**config.mk**
```make
export PLATFORM = sky130hd
export DESIGN_NAME = tdc_ctrl
export DESIGN_NICKNAME = d
export VERILOG_FILES = /design/src/rtl/tdc_ctrl.sv
export SDC_FILE = /design/constraint.sdc
export NUM_CORES = 1
export LEC_CHECK = 0
export CORE_MARGIN = 3
export CORE_UTILIZATION = 45
export DETAILED_ROUTE_END_ITERATION = 12
export PLACE_DENSITY = 0.75
export SYNTH_ARGS = -nofsm -noshare
export SYNTH_HDL_FRONTEND = slang
export SYNTH_SLANG_ARGS = --single-unit
```
**constraint.sdc**
```tcl
create_clock -name clk -period 1.7 [get_ports clk]
set_input_delay 0.34 -clock clk [delete_from_list [all_inputs] [get_ports clk]]
set_output_delay 0.34 -clock clk [all_outputs]
set_load 0.005 [all_outputs]
```
**src/rtl/tdc_ctrl.sv**
```systemverilog
// tdc_ctrl: control FSM for a ring-oscillator TDC.
// The FSM enables the analog front end and waits SETTLE_CYC cycles for it to settle.
// It spends one cycle capturing a reference count, then on every clock it produces
// an (integer periods, fractional phase) sample.
// Optional thermometer-code bubble check: define TDC_CTRL_BUBBLE_CHK_EN.
module tdc_ctrl #(
  parameter int SETTLE_CYC = 4,
  parameter int NUM_MEAS   = 0
) (
  input  logic        clk,
  input  logic        rst,
  input  logic        start,
  input  logic        stop,
  input  logic [6:0]  ripple_count,
  input  logic [15:0] phase,
  output logic        tdc_en,
  output logic [6:0]  tdc_int,
  output logic [4:0]  tdc_frac,
  output logic        valid,
  output logic        busy,
  output logic        err
);

  typedef enum logic [1:0] {IDLE, SETTLE, PRIME, RUN} state_t;

  localparam logic [7:0]  SETTLE_LOAD  = 8'(SETTLE_CYC);
  localparam logic [15:0] MEAS_LAST    = 16'(NUM_MEAS - 1);
  localparam bit          MEAS_BOUNDED = (NUM_MEAS != 0);

  state_t      state_q,  state_d;
  logic [7:0]  settle_q, settle_d;
  logic [15:0] meas_q,   meas_d;
  logic [6:0]  prev_q,   prev_d;
  logic [6:0]  int_q,    int_d;
  logic [4:0]  frac_q,   frac_d;
  logic        en_q,     en_d;
  logic        valid_q,  valid_d;
  logic        busy_q,   busy_d;
`ifdef TDC_CTRL_BUBBLE_CHK_EN
  logic        err_q,    err_d;
`endif

  // Number of set bits in the thermometer phase word (0..16).
  function automatic logic [4:0] popcount16(input logic [15:0] v);
    logic [4:0] n;
    n = 5'd0;
    for (int i = 0; i < 16; i++) n = n + {4'd0, v[i]};
    return n;
  endfunction

`ifdef TDC_CTRL_BUBBLE_CHK_EN
  // Legal thermometer codes are 2^k-1: adding one must not overlap any set bit.
  function automatic logic is_thermo(input logic [15:0] v);
    logic [15:0] v_inc;
    v_inc = v + 16'd1;
    return ((v & v_inc) == 16'd0);
  endfunction
`endif

  // Next-state and registered-output computation.
  always_comb begin
    state_d  = state_q;
    settle_d = settle_q;
    meas_d   = meas_q;
    prev_d   = prev_q;
    int_d    = int_q;
    frac_d   = frac_q;
    valid_d  = 1'b0;
`ifdef TDC_CTRL_BUBBLE_CHK_EN
    err_d    = err_q;
`endif
    case (state_q)
      IDLE: begin
        if (start && !stop) begin
          state_d  = SETTLE;
          settle_d = SETTLE_LOAD;
`ifdef TDC_CTRL_BUBBLE_CHK_EN
          err_d    = 1'b0;
`endif
        end
      end
      SETTLE: begin
        if (stop) begin
          state_d = IDLE;
        end else begin
          settle_d = settle_q - 8'd1;
          if (settle_q <= 8'd1) state_d = PRIME;
        end
      end
      PRIME: begin
        if (stop) begin
          state_d = IDLE;
        end else begin
          prev_d  = ripple_count;
          meas_d  = 16'd0;
          state_d = RUN;
        end
      end
      RUN: begin
        if (stop) begin
          state_d = IDLE;
        end else begin
          // 7-bit subtraction gives the modulo-128 wrap of the ripple counter.
          int_d   = ripple_count - prev_q;
          prev_d  = ripple_count;
          frac_d  = popcount16(phase);
          valid_d = 1'b1;
          meas_d  = meas_q + 16'd1;
`ifdef TDC_CTRL_BUBBLE_CHK_EN
          if (!is_thermo(phase)) err_d = 1'b1;
`endif
          if (MEAS_BOUNDED && (meas_q == MEAS_LAST)) state_d = IDLE;
        end
      end
      default: state_d = IDLE;
    endcase
    en_d   = (state_d != IDLE);
    busy_d = (state_d != IDLE);
  end

  // State and output registers with asynchronous reset.
  always_ff @(posedge clk or posedge rst) begin
    if (rst) begin
      state_q  <= IDLE;
      settle_q <= 8'd0;
      meas_q   <= 16'd0;
      prev_q   <= 7'd0;
      int_q    <= 7'd0;
      frac_q   <= 5'd0;
      en_q     <= 1'b0;
      valid_q  <= 1'b0;
      busy_q   <= 1'b0;
`ifdef TDC_CTRL_BUBBLE_CHK_EN
      err_q    <= 1'b0;
`endif
    end else begin
      state_q  <= state_d;
      settle_q <= settle_d;
      meas_q   <= meas_d;
      prev_q   <= prev_d;
      int_q    <= int_d;
      frac_q   <= frac_d;
      en_q     <= en_d;
      valid_q  <= valid_d;
      busy_q   <= busy_d;
`ifdef TDC_CTRL_BUBBLE_CHK_EN
      err_q    <= err_d;
`endif
    end
  end

  assign tdc_en   = en_q;
  assign tdc_int  = int_q;
  assign tdc_frac = frac_q;
  assign valid    = valid_q;
  assign busy     = busy_q;
`ifdef TDC_CTRL_BUBBLE_CHK_EN
  assign err      = err_q;
`else
  assign err      = 1'b0;
`endif

endmodule

```
==> flow_summary.toml <==
[synthesis]
yosysWarnings = 0
syn_inst = 204
ys_top_cells_by_area = "dfrtp_1 40%, fa_1 11%, ha_1 8.4%, inv_1 7.4%, o21ai_0 5.2%"
netlist_area_um2 = 1940
synth_top_area_frac = 0.401
yosysMostFrequentCell = "inv_1"
synth.distinct_cells = 34
synth_area_per_cell_um2 = 9.49
synthMuxAreaShare = 0.0116
seq_area_frac_synth = 0.401
yosys.area_share.adder = 0.198
netlist_top_cells_count = "38 x inv_1, 31 x dfrtp_1, 24 x nand2_1"
async_flop_share = 1.00
synth_xor_area_frac = 0.0226
synthSimpleGateAreaFrac = 0.147
synth_top_family_by_area = "adder cells"
synth-edff-count = 0
yosysTopAreaCell = "dfrtp_1"
synth-seq-cells = 31
synth_top_flop_cell = "dfrtp_1"
synth_compound_area_frac = 0.129
synth_nets = 255

[pwr]
power_frac_seq = 0.304
p_leak_nw = 1.35
power.switching_mw = 1.34
p_clk_frac = 0.195
p_comb_frac = 0.501
p_sw_frac = 0.346
power_density_nw_per_um2 = 1400
peakVddDrop_v = 0.000906
p_int_mw = 2.54

[outcome]
status = "finished with violations"
violations = "negative setup slack"

[drt]
drc_errors = 0
first_pass_iters = 4
routed_wl_um = 4060
drt_iter0_markers = 85
antenna_left = 0
maxUsedRoutingLayer = "met4"
routed_via_density = 4.92
vias = 1589
wl_per_cell_um = 12.6
dr_wl_met2_um = 2010
met1Wirelength_um = 1840
wl_met3_um = 150

[sta]
final_hold_viol_count = 0
fin_ws_ns = -1.40
grt_setup_unrepaired = "true"
clock_skew_ns = 0.00673
maxSlewViolCount = 0
period_share = 1.82
holdWs_ns = 0.411
setup_viol = 5
fmax_mhz = 323
min_period_ns = 3.10

[place]
place.gp.congestion = 0.751
numPortBuffers = 41
dp_slack_ns = -2.17
dpl.hpwl_um = 3000
dp.cells = 313

[critical_path]
crit_path_end_kind = "register"
worstReg2RegEnd = "tdc_int[6]"
r2r_cells = 6
r2r_start = "prev_q[0]"
cp-start-kind = "input port"
critPathKind = "input port to register"
r2r_slack_ns = 0.03
worstPathRequired_ns = 1.91
crit_fanout = 2
critPathArrivalTime_ns = 3.31

[floorplan]
die_h_um = 71.6
initial_core_util = 0.474
rows = 23
core_um2 = 4090
io_pins = 43
die-width_um = 71.6
die_area_um2 = 5120

[grt]
grt_pass1_wl_um = 7070
gr-total-overflow = 0
grt_pass1_vias = 1576
grt_use_total = 0.175
grt_max_degree = 32
antenna_found_initial = 0

[clock_tree]
postCtsHoldBufs = 0
cts_made_buffers = 5
numClockSinks = 31
root_buffer = "clkbuf_8"
htreeDepth = 2
clk_pin_slew_ns = 0.07
cts_tree = "done"
cts_max_path_buffers = 2
clock_latency_ns = 0.29

[hold_path]
hold_class = "input port to register"
hold_end = "prev_q[1]"
hold_depth = 4
hp-start = "ripple_count[1]"

[layout]
insertedDiodeCount = 0
final_util = 0.680
finalNetCount = 323
instances_no_fill = 323
area_delta_synth_final_pct = 43.6
drive_above_1_share = 0.282

[job]
drv_cap = 0
-- critical path, stage by stage --
cell	delay, ns
buf_6	0.07
inv_2	0.03
fa_1	0.55
fa_1	0.44
fa_2	0.55
fa_1	0.42
inv_2	0.08
ha_4	0.13
inv_2	0.03
fa_2	0.34
nor2b_1	0.12
o21ai_1	0.08
o21ai_1	0.12
-- power groups by stage --
| stage | clock network [mW] | registers (mW) | logic (mW) |
|---|---|---|---|
| floorplan | 0 | 1.17 | 1.06 |
| global placement | 0 | 1.18 | 1.76 |
| detailed placement | 0 | 1.18 | 1.81 |
| CTS | 0.775 | 1.18 | 1.91 |
| global route | 0.802 | 1.22 | 2.20 |
| finish | 0.755 | 1.18 | 1.95 |
-- metal layers --
metal	track usage	vias up
met3	0.0435	7
met5	0	-
li1	-	796
met2	0.285	33
met4	0.0522	0
met1	0.230	753
-- how the worst max path moves through the flow --
stage / startpoint / endpoint / slack, ns / cells after the start
floorplan: phase[5] / tdc_frac[3] / -1.51 / 13
global placement: phase[11] / tdc_frac[2] / -2.12 / 12
detailed placement: phase[11] / tdc_frac[4] / -2.17 / 13
CTS: phase[5] / tdc_frac[2] / -1.53 / 12
global route: phase[13] / tdc_frac[4] / -1.50 / 13
finish: phase[13] / tdc_frac[4] / -1.40 / 13
-- logic make-up after synthesis --
| logic type | after synthesis |
|---|---|
| AO/OA/AOI/OAI | 42 |
| adder cells (fa/ha/maj) | 24 |
| multiplexers | 2 |
| other | 1 |
| flip-flops | 31 |
| XOR/XNOR | 5 |
| buffers and inverters | 44 |
| AND/OR/NAND/NOR | 55 |
-- final cells by class --
class / instances / area (um^2)
Multi-Input combinational cell: 129 / 1050
Clock inverter: 2 / 35.0
Tap cell: 50 / 62.6
Clock buffer: 6 / 82.6
Inverter: 38 / 155
Fill cell: 330 / 1310
Timing Repair Buffer: 67 / 616
Sequential cell: 31 / 776
-- stage by stage --
stage	area, um^2	power (mW)	setup TNS (ns)
2_1_floorplan	1970	2.24	-6.99
3_3_place_gp	2600	2.94	-12.44
4_1_cts	2730	3.87	-6.82
3_5_place_dp	2600	2.99	-12.93
6_report	2780	3.88	-6.27
5_1_grt	2780	4.22	-6.84
-- placed cells by master, fill, tap and decap left out, types with 2 or more instances in the layout --
cell type        synthesis  layout
a211o_1                  3       3
a21o_1                   2       2
a21oi_1                  9       7
a21oi_2                  1       3
buf_2                    1       3
buf_4                    2      25
buf_6                    0       5
clkbuf_8                 0       6
clkdlybuf4s50_1          0      30
dfrtp_1                 31      31
fa_1                    11       8
fa_2                     0       3
ha_1                    13      11
ha_4                     0       2
inv_1                   38      27
inv_2                    0       9
mux2_2                   2       2
nand2_1                 24      23
nand3_1                  4       4
nand4_1                  3       3
nand4b_1                 2       2
nor2_1                   7       6
nor2b_1                  4       3
o21a_1                   2       2
o21ai_0                 20      15
o21ai_1                  0       4
or3_2                    3       3
or4_4                    2       2
xor2_1                   4       4
-- registers in the layout, indices dropped and copies added, names as in the netlist --
name and flops:
tdc_frac 5, state_q 2, busy 1, valid 1, tdc_int 7, prev_q 7, settle_q 8
-- what timing repair did --
item                                    4_1_cts  5_1_grt
setup buffers                                 1        1
endpoints found under the setup margin        8       10
gates cloned                                  0        0
resized for setup                            46       13
pin swaps                                    18       18
endpoints found under the hold margin         0        0
(Power assumes the default switching activity.)
